[config.mk]
export PLATFORM = sky130hd
export DESIGN_NAME = dl_bus_sequencer_flat
export DESIGN_NICKNAME = d
export VERILOG_FILES = /design/src/rtl/dl_seq_pkg.sv /design/src/rtl/dl_bus_sequencer_if.sv /design/src/rtl/dl_seq_arbiter.sv /design/src/rtl/dl_bus_sequencer.sv /design/src/flat_wrapper.sv
export SDC_FILE = /design/constraint.sdc
export NUM_CORES = 1
export LEC_CHECK = 0
export CAP_MARGIN = 20
export CORE_MARGIN = 2
export CORE_UTILIZATION = 30
export CTS_CLUSTER_DIAMETER = 200
export CTS_CLUSTER_SIZE = 40
export DETAILED_ROUTE_END_ITERATION = 6
export PLACE_DENSITY = 0.7
export SYNTH_ARGS = -nofsm -noshare
export SYNTH_HDL_FRONTEND = slang
export SYNTH_SLANG_ARGS = --single-unit
[constraint.sdc]
create_clock -name CLK -period 1.7 [get_ports CLK]
set_input_delay 0.34 -clock CLK [delete_from_list [all_inputs] [get_ports CLK]]
set_output_delay 0.34 -clock CLK [all_outputs]
set_load 0.01 [all_outputs]
[src/rtl/dl_seq_pkg.sv]
// Shared types and constants for the data-latch bus sequencer.
// The FSM, the arbiter and the bench use this package.
package dl_seq_pkg;

  typedef enum logic [2:0] {
    ST_IDLE = 3'd0,
    ST_T1   = 3'd1,
    ST_T2   = 3'd2,
    ST_T3   = 3'd3,
    ST_T4   = 3'd4
  } state_e;

  localparam logic OWN_CPU = 1'b0;
  localparam logic OWN_DMA = 1'b1;

  localparam int T_STATES = 4;

  // A burst limit of 0 still needs a 1-bit counter so the width stays legal.
  function automatic int run_cnt_w(input int burst);
    return (burst > 0) ? $clog2(burst + 1) : 1;
  endfunction

endpackage

[src/rtl/dl_bus_sequencer_if.sv]
// Request side (CPU core, DMA engine) and bus/latch control side of the sequencer.
// The sequencer takes the slave modport.
interface dl_bus_sequencer_if;
  logic        cpu_req;
  logic        cpu_we;
  logic [15:0] cpu_addr;
  logic        dma_req;
  logic        dma_we;
  logic [15:0] dma_addr;

  logic [15:0] addr;
  logic        DL_Control1;
  logic        DL_Control2;
  logic        dl_capture;
  logic        rd;
  logic        wr;
  logic        cpu_ack;
  logic        dma_ack;
  logic        owner;
  logic        busy;

  modport master (
    output cpu_req, cpu_we, cpu_addr, dma_req, dma_we, dma_addr,
    input  addr, DL_Control1, DL_Control2, dl_capture, rd, wr,
           cpu_ack, dma_ack, owner, busy
  );

  modport slave (
    input  cpu_req, cpu_we, cpu_addr, dma_req, dma_we, dma_addr,
    output addr, DL_Control1, DL_Control2, dl_capture, rd, wr,
           cpu_ack, dma_ack, owner, busy
  );
endinterface

[src/rtl/dl_seq_arbiter.sv]
// CPU/DMA winner select with a bounded DMA run length.
// The run counter only moves at arbitration points.
module dl_seq_arbiter
  import dl_seq_pkg::*;
#(
  parameter int DMA_BURST = 4
) (
  input  logic clk,
  input  logic rst,
  input  logic i_arb_en,
  input  logic i_cpu_req,
  input  logic i_dma_req,
  output logic o_grant,
  output logic o_grant_dma
);

  localparam int              CW      = run_cnt_w(DMA_BURST);
  localparam logic [CW-1:0]   CNT_MAX = CW'(DMA_BURST);

  logic [CW-1:0] r_run_cnt;
  logic          w_cpu_turn;

  always_comb begin
    w_cpu_turn  = (DMA_BURST != 0) && i_cpu_req && (r_run_cnt == CNT_MAX);
    o_grant_dma = i_dma_req && !w_cpu_turn;
    o_grant     = o_grant_dma || i_cpu_req;
  end

  // Counts DMA grants that made a waiting CPU stand aside; saturates at the limit.
  always_ff @(posedge clk) begin
    if (rst) begin
      r_run_cnt <= '0;
    end else if (i_arb_en) begin
      if (!i_cpu_req || !o_grant_dma)
        r_run_cnt <= '0;
      else if (r_run_cnt != CNT_MAX)
        r_run_cnt <= r_run_cnt + 1'b1;
    end
  end

endmodule

[src/rtl/dl_bus_sequencer.sv]
// Four-T-state M-cycle sequencer for the core/ASIC data latch.
// Outputs are registered from the next-state decode so they line up with the state.
module dl_bus_sequencer
  import dl_seq_pkg::*;
#(
  parameter int DMA_BURST = 4
) (
  input  logic                CLK,
  input  logic                RESET,
  dl_bus_sequencer_if.slave   bus
);

  state_e      r_state, w_nxt_state;
  logic        r_we, w_nxt_we;
  logic        r_owner, w_nxt_owner;
  logic [15:0] r_addr, w_nxt_addr;

  logic r_dl1, r_dl2, r_cap, r_rd, r_wr, r_cack, r_dack, r_busy;
  logic w_nxt_dl1, w_nxt_dl2, w_nxt_cap, w_nxt_rd, w_nxt_wr;
  logic w_nxt_cack, w_nxt_dack, w_nxt_busy;

  logic w_arb_en, w_grant, w_grant_dma;

  assign w_arb_en = (r_state == ST_IDLE) || (r_state == ST_T4);

  dl_seq_arbiter #(.DMA_BURST(DMA_BURST)) u_arb (
    .clk         (CLK),
    .rst         (RESET),
    .i_arb_en    (w_arb_en),
    .i_cpu_req   (bus.cpu_req),
    .i_dma_req   (bus.dma_req),
    .o_grant     (w_grant),
    .o_grant_dma (w_grant_dma)
  );

  always_ff @(posedge CLK) begin
    if (RESET) r_state <= ST_IDLE;
    else       r_state <= w_nxt_state;
  end

  always_comb begin
    w_nxt_state = r_state;
    w_nxt_we    = r_we;
    w_nxt_owner = r_owner;
    w_nxt_addr  = r_addr;
    case (r_state)
      ST_IDLE, ST_T4: begin
        if (w_grant) begin
          w_nxt_state = ST_T1;
          w_nxt_owner = w_grant_dma ? OWN_DMA : OWN_CPU;
          w_nxt_we    = w_grant_dma ? bus.dma_we   : bus.cpu_we;
          w_nxt_addr  = w_grant_dma ? bus.dma_addr : bus.cpu_addr;
        end else begin
          w_nxt_state = ST_IDLE;
        end
      end
      ST_T1:   w_nxt_state = ST_T2;
      ST_T2:   w_nxt_state = ST_T3;
      ST_T3:   w_nxt_state = ST_T4;
      default: w_nxt_state = ST_IDLE;
    endcase

    w_nxt_busy = (w_nxt_state != ST_IDLE);
    w_nxt_dl1  = (w_nxt_state == ST_IDLE);
    w_nxt_dl2  = (w_nxt_state == ST_T1) && w_nxt_we;
    w_nxt_rd   = !w_nxt_we && ((w_nxt_state == ST_T2) || (w_nxt_state == ST_T3));
    w_nxt_wr   =  w_nxt_we && ((w_nxt_state == ST_T2) || (w_nxt_state == ST_T3));
    w_nxt_cap  = !w_nxt_we && (w_nxt_state == ST_T3);
    w_nxt_cack = (w_nxt_state == ST_T4) && (w_nxt_owner == OWN_CPU);
    w_nxt_dack = (w_nxt_state == ST_T4) && (w_nxt_owner == OWN_DMA);
  end

  // Reset abandons any in-flight access: no ack, latch disconnected.
  always_ff @(posedge CLK) begin
    if (RESET) begin
      r_we    <= 1'b0;
      r_owner <= OWN_CPU;
      r_addr  <= 16'h0000;
      r_busy  <= 1'b0;
      r_dl1   <= 1'b1;
      r_dl2   <= 1'b0;
      r_rd    <= 1'b0;
      r_wr    <= 1'b0;
      r_cap   <= 1'b0;
      r_cack  <= 1'b0;
      r_dack  <= 1'b0;
    end else begin
      r_we    <= w_nxt_we;
      r_owner <= w_nxt_owner;
      r_addr  <= w_nxt_addr;
      r_busy  <= w_nxt_busy;
      r_dl1   <= w_nxt_dl1;
      r_dl2   <= w_nxt_dl2;
      r_rd    <= w_nxt_rd;
      r_wr    <= w_nxt_wr;
      r_cap   <= w_nxt_cap;
      r_cack  <= w_nxt_cack;
      r_dack  <= w_nxt_dack;
    end
  end

  assign bus.addr        = r_addr;
  assign bus.DL_Control1 = r_dl1;
  assign bus.DL_Control2 = r_dl2;
  assign bus.dl_capture  = r_cap;
  assign bus.rd          = r_rd;
  assign bus.wr          = r_wr;
  assign bus.cpu_ack     = r_cack;
  assign bus.dma_ack     = r_dack;
  assign bus.owner       = r_owner;
  assign bus.busy        = r_busy;

endmodule

[src/flat_wrapper.sv]
// flat-port wrapper written by rule: the top's interface ports become plain ports
module dl_bus_sequencer_flat import dl_seq_pkg::*;
#(
  parameter int DMA_BURST = 4
)
  (CLK, RESET, bus_cpu_req, bus_cpu_we, bus_cpu_addr, bus_dma_req, bus_dma_we, bus_dma_addr, bus_addr, bus_DL_Control1, bus_DL_Control2, bus_dl_capture, bus_rd, bus_wr, bus_cpu_ack, bus_dma_ack, bus_owner, bus_busy);
  dl_bus_sequencer_if bus_i ();
  input  logic CLK;
  input  logic RESET;
  input wire logic [$bits(bus_i.cpu_req)-1:0] bus_cpu_req;
  input wire logic [$bits(bus_i.cpu_we)-1:0] bus_cpu_we;
  input wire logic [$bits(bus_i.cpu_addr)-1:0] bus_cpu_addr;
  input wire logic [$bits(bus_i.dma_req)-1:0] bus_dma_req;
  input wire logic [$bits(bus_i.dma_we)-1:0] bus_dma_we;
  input wire logic [$bits(bus_i.dma_addr)-1:0] bus_dma_addr;
  output wire logic [$bits(bus_i.addr)-1:0] bus_addr;
  output wire logic [$bits(bus_i.DL_Control1)-1:0] bus_DL_Control1;
  output wire logic [$bits(bus_i.DL_Control2)-1:0] bus_DL_Control2;
  output wire logic [$bits(bus_i.dl_capture)-1:0] bus_dl_capture;
  output wire logic [$bits(bus_i.rd)-1:0] bus_rd;
  output wire logic [$bits(bus_i.wr)-1:0] bus_wr;
  output wire logic [$bits(bus_i.cpu_ack)-1:0] bus_cpu_ack;
  output wire logic [$bits(bus_i.dma_ack)-1:0] bus_dma_ack;
  output wire logic [$bits(bus_i.owner)-1:0] bus_owner;
  output wire logic [$bits(bus_i.busy)-1:0] bus_busy;
  assign bus_i.cpu_req = bus_cpu_req;
  assign bus_i.cpu_we = bus_cpu_we;
  assign bus_i.cpu_addr = bus_cpu_addr;
  assign bus_i.dma_req = bus_dma_req;
  assign bus_i.dma_we = bus_dma_we;
  assign bus_i.dma_addr = bus_dma_addr;
  assign bus_addr = bus_i.addr;
  assign bus_DL_Control1 = bus_i.DL_Control1;
  assign bus_DL_Control2 = bus_i.DL_Control2;
  assign bus_dl_capture = bus_i.dl_capture;
  assign bus_rd = bus_i.rd;
  assign bus_wr = bus_i.wr;
  assign bus_cpu_ack = bus_i.cpu_ack;
  assign bus_dma_ack = bus_i.dma_ack;
  assign bus_owner = bus_i.owner;
  assign bus_busy = bus_i.busy;
  dl_bus_sequencer #(.DMA_BURST(DMA_BURST)) u_core (.CLK(CLK), .RESET(RESET), .bus(bus_i));
endmodule
Word level (Yosys, flattened, before mapping)

Index checks and enable logic that the tools add are counted.
W data, S select, Z words.

Equality and inequality tests: 10
Mux-type cells: 11
Bitwise gates (word level): 1
Reductions and logical operators: 23
$add $sub $neg: 1

Operator list:

| operator              | number |
|---|---|
| $mux W16              | 1 |
| $eq A3 B2 Y1 const B  | 4 |
| $pmux W3 S4           | 1 |
| $eq A3 B3 Y1 const B  | 3 |
| $logic_and A1 B1 Y1   | 8 |
| $mux W1               | 7 |
| $eq A3 B1 Y1 const B  | 2 |
| $logic_not A3 Y1      | 2 |
| $mux W3               | 2 |
| $logic_not A1 Y1      | 4 |
| $logic_or A1 B1 Y1    | 4 |
| $reduce_and A2 Y1     | 2 |
| $add A3 B1 Y3 const B | 1 |
| $ne A3 B3 Y1 const B  | 1 |
| $reduce_bool A3 Y1    | 1 |
| $reduce_bool A2 Y1    | 1 |
| $reduce_or A2 Y1      | 1 |
| $not A1 Y1            | 1 |

Flip-flop bits (word level): 32
Logic and storage cells: 59

Depth between registers and ports, before layout

Depth in word-level cells: 10
Mapped depth: 7

Hierarchy

Synthesis repeated with hierarchy kept, for this count alone.

Cells, all modules: 134
Area total of the unflattened synthesis: 1,393.8 um2

By module, submodules not included:

| module           | times used | seq. area each (um2) | cells an instance | area an instance (um2) |
|---|---|---|---|---|
| dl_bus_sequencer | 1          | 580.6                | 114               | 1,204.9 |
| dl_seq_arbiter   | 1          | 60.1                 | 20                | 188.9 |

Worst setup path after synthesis

No wires, ideal clock.

Path kind: register -> register
Start: register u_core.u_arb.r_run_cnt[0]
End: register u_core.r_addr[10] (netlist: u_core.bus.addr[10])
Arrival: 1,268 ps
Cell stages (with the launch flop): 8
Setup slack: 289 ps
Buffers on the path: 2
Data required time: 1,558 ps
Setup time: 142 ps
Cells stage by stage: dfxtp_1 > inv_1 > ha_1 > and3_1 > buf_6 > buf_8 > o21ai_1 > a311oi_2

Longest elaborated chain between the ends: 6
Elaborated cells between the ends (all ways): 7
Classes of those cells: 1 x eq/ne; 1 x mux; 5 x reduce/logical

Ends and longest elaborated chain:

| element                     | RTL line               | source |
|---|---|---|
| from (decl)                 | dl_seq_arbiter.sv:20   | `logic [CW-1:0] r_run_cnt;` |
| from (signal assigned)      | dl_seq_arbiter.sv:37   | `r_run_cnt <= r_run_cnt + 1'b1;` |
| $eq A3 B3 Y1 *              | dl_seq_arbiter.sv:24   | `w_cpu_turn = (DMA_BURST != 0) && i_cpu_req && (r_run_cnt == CNT_MAX);` |
| $logic_and A1 B1 Y1 *       | dl_seq_arbiter.sv:24   |  |
| $logic_not A1 Y1 *          | dl_seq_arbiter.sv:25   | `o_grant_dma = i_dma_req && !w_cpu_turn;` |
| $logic_and A1 B1 Y1 *       | dl_seq_arbiter.sv:25   |  |
| $logic_or A1 B1 Y1          | dl_seq_arbiter.sv:26   | `o_grant = o_grant_dma \|\| i_cpu_req;` |
| $reduce_and A2 Y1 (no line) | --                     |  |
| to (signal assigned)        | dl_bus_sequencer.sv:90 | `r_addr <= w_nxt_addr;` |
| to (decl)                   | dl_bus_sequencer.sv:16 | `logic [15:0] r_addr, w_nxt_addr;` |

Every way passes the cells marked *; elsewhere a longest branch is shown, timed or not.
A chain may end at the register's enable or synchronous reset.

Worst setup path after layout

Start: register u_core.r_owner (netlist: u_core.bus.owner)
End: output port bus_owner

RTL lines:

| element                | RTL line               | source |
|---|---|---|
| from (decl)            | dl_bus_sequencer.sv:15 | `logic r_owner, w_nxt_owner;` |
| from (signal assigned) | dl_bus_sequencer.sv:89 | `r_owner <= w_nxt_owner;` |
| to (decl)              | flat_wrapper.sv:24     | `output wire logic [$bits(bus_i.owner)-1:0] bus_owner;` |

No word-level cell between the ends.

==> impl_results.md <==
* Leakage at 0.845 nW
* Startpoint types: flop
* Post-CTS setup buffers at 0
* Fin crit share at 89.9%
* WHS Path Cells at 1
* #FFs+latches synth at 32
* Max cap viols at 0
* Post-CTS resize count at 0
* Worst vdd rail ir drop at 390 uV
* First-pass GRT wire length at 6330 um
* Largest net degree at the start of global routing at 28
* Synth Warn # at 0
* Starting Density at 31.7%
* Main synth FF type: dfxtp_1
* Worst-path cell chain: clkdlybuf4s50_1
* Hold_sp: u_core.bus.owner
* Top cells by count, synth: dfxtp_1 (32), a21oi_1 (21), nand3_1 (19), a311oi_2 (11)
* Crit-path leading delay family: buffers and inverters
* # clock sinks at 32
* Crit-path slowest cell: clkdlybuf4s50_1
* Final setup margin at 172 ps
* Post-Synthesis Cells at 157
* PwrDens at 1060 nW/um^2
* CTS Buf Count at 5
* Via count at 1466
* Tot Pwr at 2.49 mW
* Root buffer cell: clkbuf_8
* Reg clk slew, reported paths at 60 ps
* Worst path buffer plus inverter count at 1
* H-tree depth at 2
* Share of cells above drive strength 1 at 17.3%
* Port Buffers at 62
* Post-synth EDFFs at 0
* Outcome: finished clean
* GRT Overall Usage at 14.9%
* Die Span Y at 75.3 um
* Largest area contributor in the netlist: dfxtp_1
* Worst reg2reg setup slack at 240 ps
* FFs w/ async S/R, synth at 0%
* Placer Congestion at 0.751
* TritonCTS clock tree: yes
* Initial antenna violation count at 0
* Min-Delay Path Class: reg2reg
* Sequential area share after synthesis at 42.0%
* DRC viols at 0
* Slew Limit Fails at 0
* Iter 0 DRT Violations at 91
* Routed WL per cell at 13.8 um
* WHS at 468 ps
* Syn_area_per_cell at 9.71 sq um
* Area share of the largest cell type after synthesis at 42.0%
* Final setup fails at 0
* Area Growth Syn to Fin at 54.3%
* Actual slew at the worst max-slew pin at 292 ps
* Critical Path AT at 1190 ps
* Achievable Freq at 654 MHz
* Final Net Count at 265
* Count leader, synth: dfxtp_1
* Synth area leaders: dfxtp_1 (42%), a311oi_2 (11%), a21oi_1 (6.9%), nand3_1 (6.2%), a311oi_1 (3.4%)
* Max FFs per register at 16
* Max incr delay on CP at 550 ps
* Maximum buffer depth of the clock tree at 2
* Critical Path RT at 1360 ps
* # IOs at 63
* Endpoints failing hold at 0
* Vias in the first global route at 1381
* Origin of the critical flop-to-flop path: u_core.u_arb.r_run_cnt[0]
* Slew headroom at 80.3%
* Setup crit end kind: output port
* R2r worst-path depth at 6
* Worst flop-to-flop path endpoint: u_core.bus.addr[0]
* RSZ-0062 raised after global routing: no
* Die X at 75.3 um
* Hold endpoint: u_core.bus.cpu_ack
* Row cnt at 25
* Detailed-route wire length at 4030 um
* Top fanout value on the critical path at 4
* ANT nets after route at 0
* Mapped Area at 1530 sq um
* Number of library cell types mapped by synthesis at 37
* Vias per cell at 5.02
* Pre-CTS setup slack at -85.9 ps
* Syn nets at 197
* Die Area at 5670 sq um
* Total congestion overflow at 0
* Final setup TNS at 0 ps
* Tmin final at 1530 ps
* Antenna cell count at 0
* Hpwl dp at 2950 um
* Drt pass-1 iters at 4
* Worst-Skew Late Latency at 280 ps
* # hold bufs at CTS at 0
* Clk_skew at 6.80 ps
* Critical path type: reg2out
* Core region area at 4820 sq um
## placed cells by master, fill, tap and decap left out
| master | instances |
|---|---|
| or3b_2 | 1 |
| clkbuf_1 | 1 |
| a21oi_1 | 21 |
| o21ai_1 | 9 |
| nand2_1 | 3 |
| nand3b_1 | 1 |
| o21ai_0 | 9 |
| dfxtp_1 | 32 |
| ha_1 | 2 |
| clkbuf_8 | 5 |
| and3_2 | 1 |
| nor3_1 | 1 |
| inv_1 | 3 |
| nand3_1 | 19 |
| clkinv_2 | 1 |
| or2_1 | 2 |
| o21ba_2 | 1 |
| xnor2_1 | 1 |
| and4bb_2 | 2 |
| a211oi_1 | 1 |
| clkdlybuf4s50_1 | 62 |
| nor2b_1 | 1 |
| nand3_2 | 1 |
| nor4_1 | 1 |
| a311oi_2 | 11 |
| o21ai_2 | 1 |
| nor2_1 | 5 |
| nor4bb_1 | 1 |
| o21bai_1 | 1 |
| a311oi_1 | 6 |
| buf_4 | 9 |
| buf_12 | 5 |
| and2_1 | 2 |
| nor2_8 | 1 |
| and3_1 | 1 |
| a32oi_1 | 1 |
## cell type report
type                            count  area [sq um]
Clock buffer                        6          72.6
Clock inverter                      1          5.00
Fill cell                         473          2460
Inverter                            3          11.3
Multi-Input combinational cell    107           752
Sequential cell                    32           641
Tap cell                           67          83.8
Timing Repair Buffer               76           788
## where the power goes
| part | switching, mW | leakage [nW] | total [mW] | internal (mW) |
|---|---|---|---|---|
| clock network | 0.263 | 0.0410 | 0.540 | 0.278 |
| logic | 0.435 | 0.540 | 0.965 | 0.530 |
| registers | 0.0872 | 0.264 | 0.981 | 0.893 |
## worst max path at each step
stage / startpoint / end / slack (ps) / cells past startpoint
global placement: bus_cpu_req / u_core.bus.addr[5] / -30 / 5
CTS: u_core.bus.owner / bus_owner / 150 / 1
detailed placement: bus_cpu_req / u_core.bus.addr[4] / -90 / 5
global route: bus_cpu_req / u_core.bus.addr[5] / 70 / 5
finish: u_core.bus.owner / bus_owner / 170 / 1
floorplan: u_core.u_arb.r_run_cnt[0] / u_core.bus.addr[10] / 290 / 7
## routing by layer
layer,share of wire (%),vias to the layer above,global-route usage [%]
met3,8.0,4,4.76
met1,44,676,18.3
met2,46,58,24.1
li1,-,728,-
met4,1.3,0,6.04
met5,0,-,0
## metrics by stage
step	util, %	area (sq um)	cells
6_report	48.9	2350	292
5_1_grt	48.9	2350	292
4_1_cts	48.9	2350	292
3_5_place_dp	47.2	2280	285
3_3_place_gp	47.2	2280	285
2_1_floorplan	-	1530	157
## cells by family after synthesis
kind of cell	synth area share [%]
AO/OA/AOI/OAI	29.9
adder cells (fa/ha/maj)	1.64
flip-flops	42.0
XOR/XNOR	0.574
AND/OR/NAND/NOR	17.2
buffers and inverters	8.69
Power figures use the tool's default switching activity.
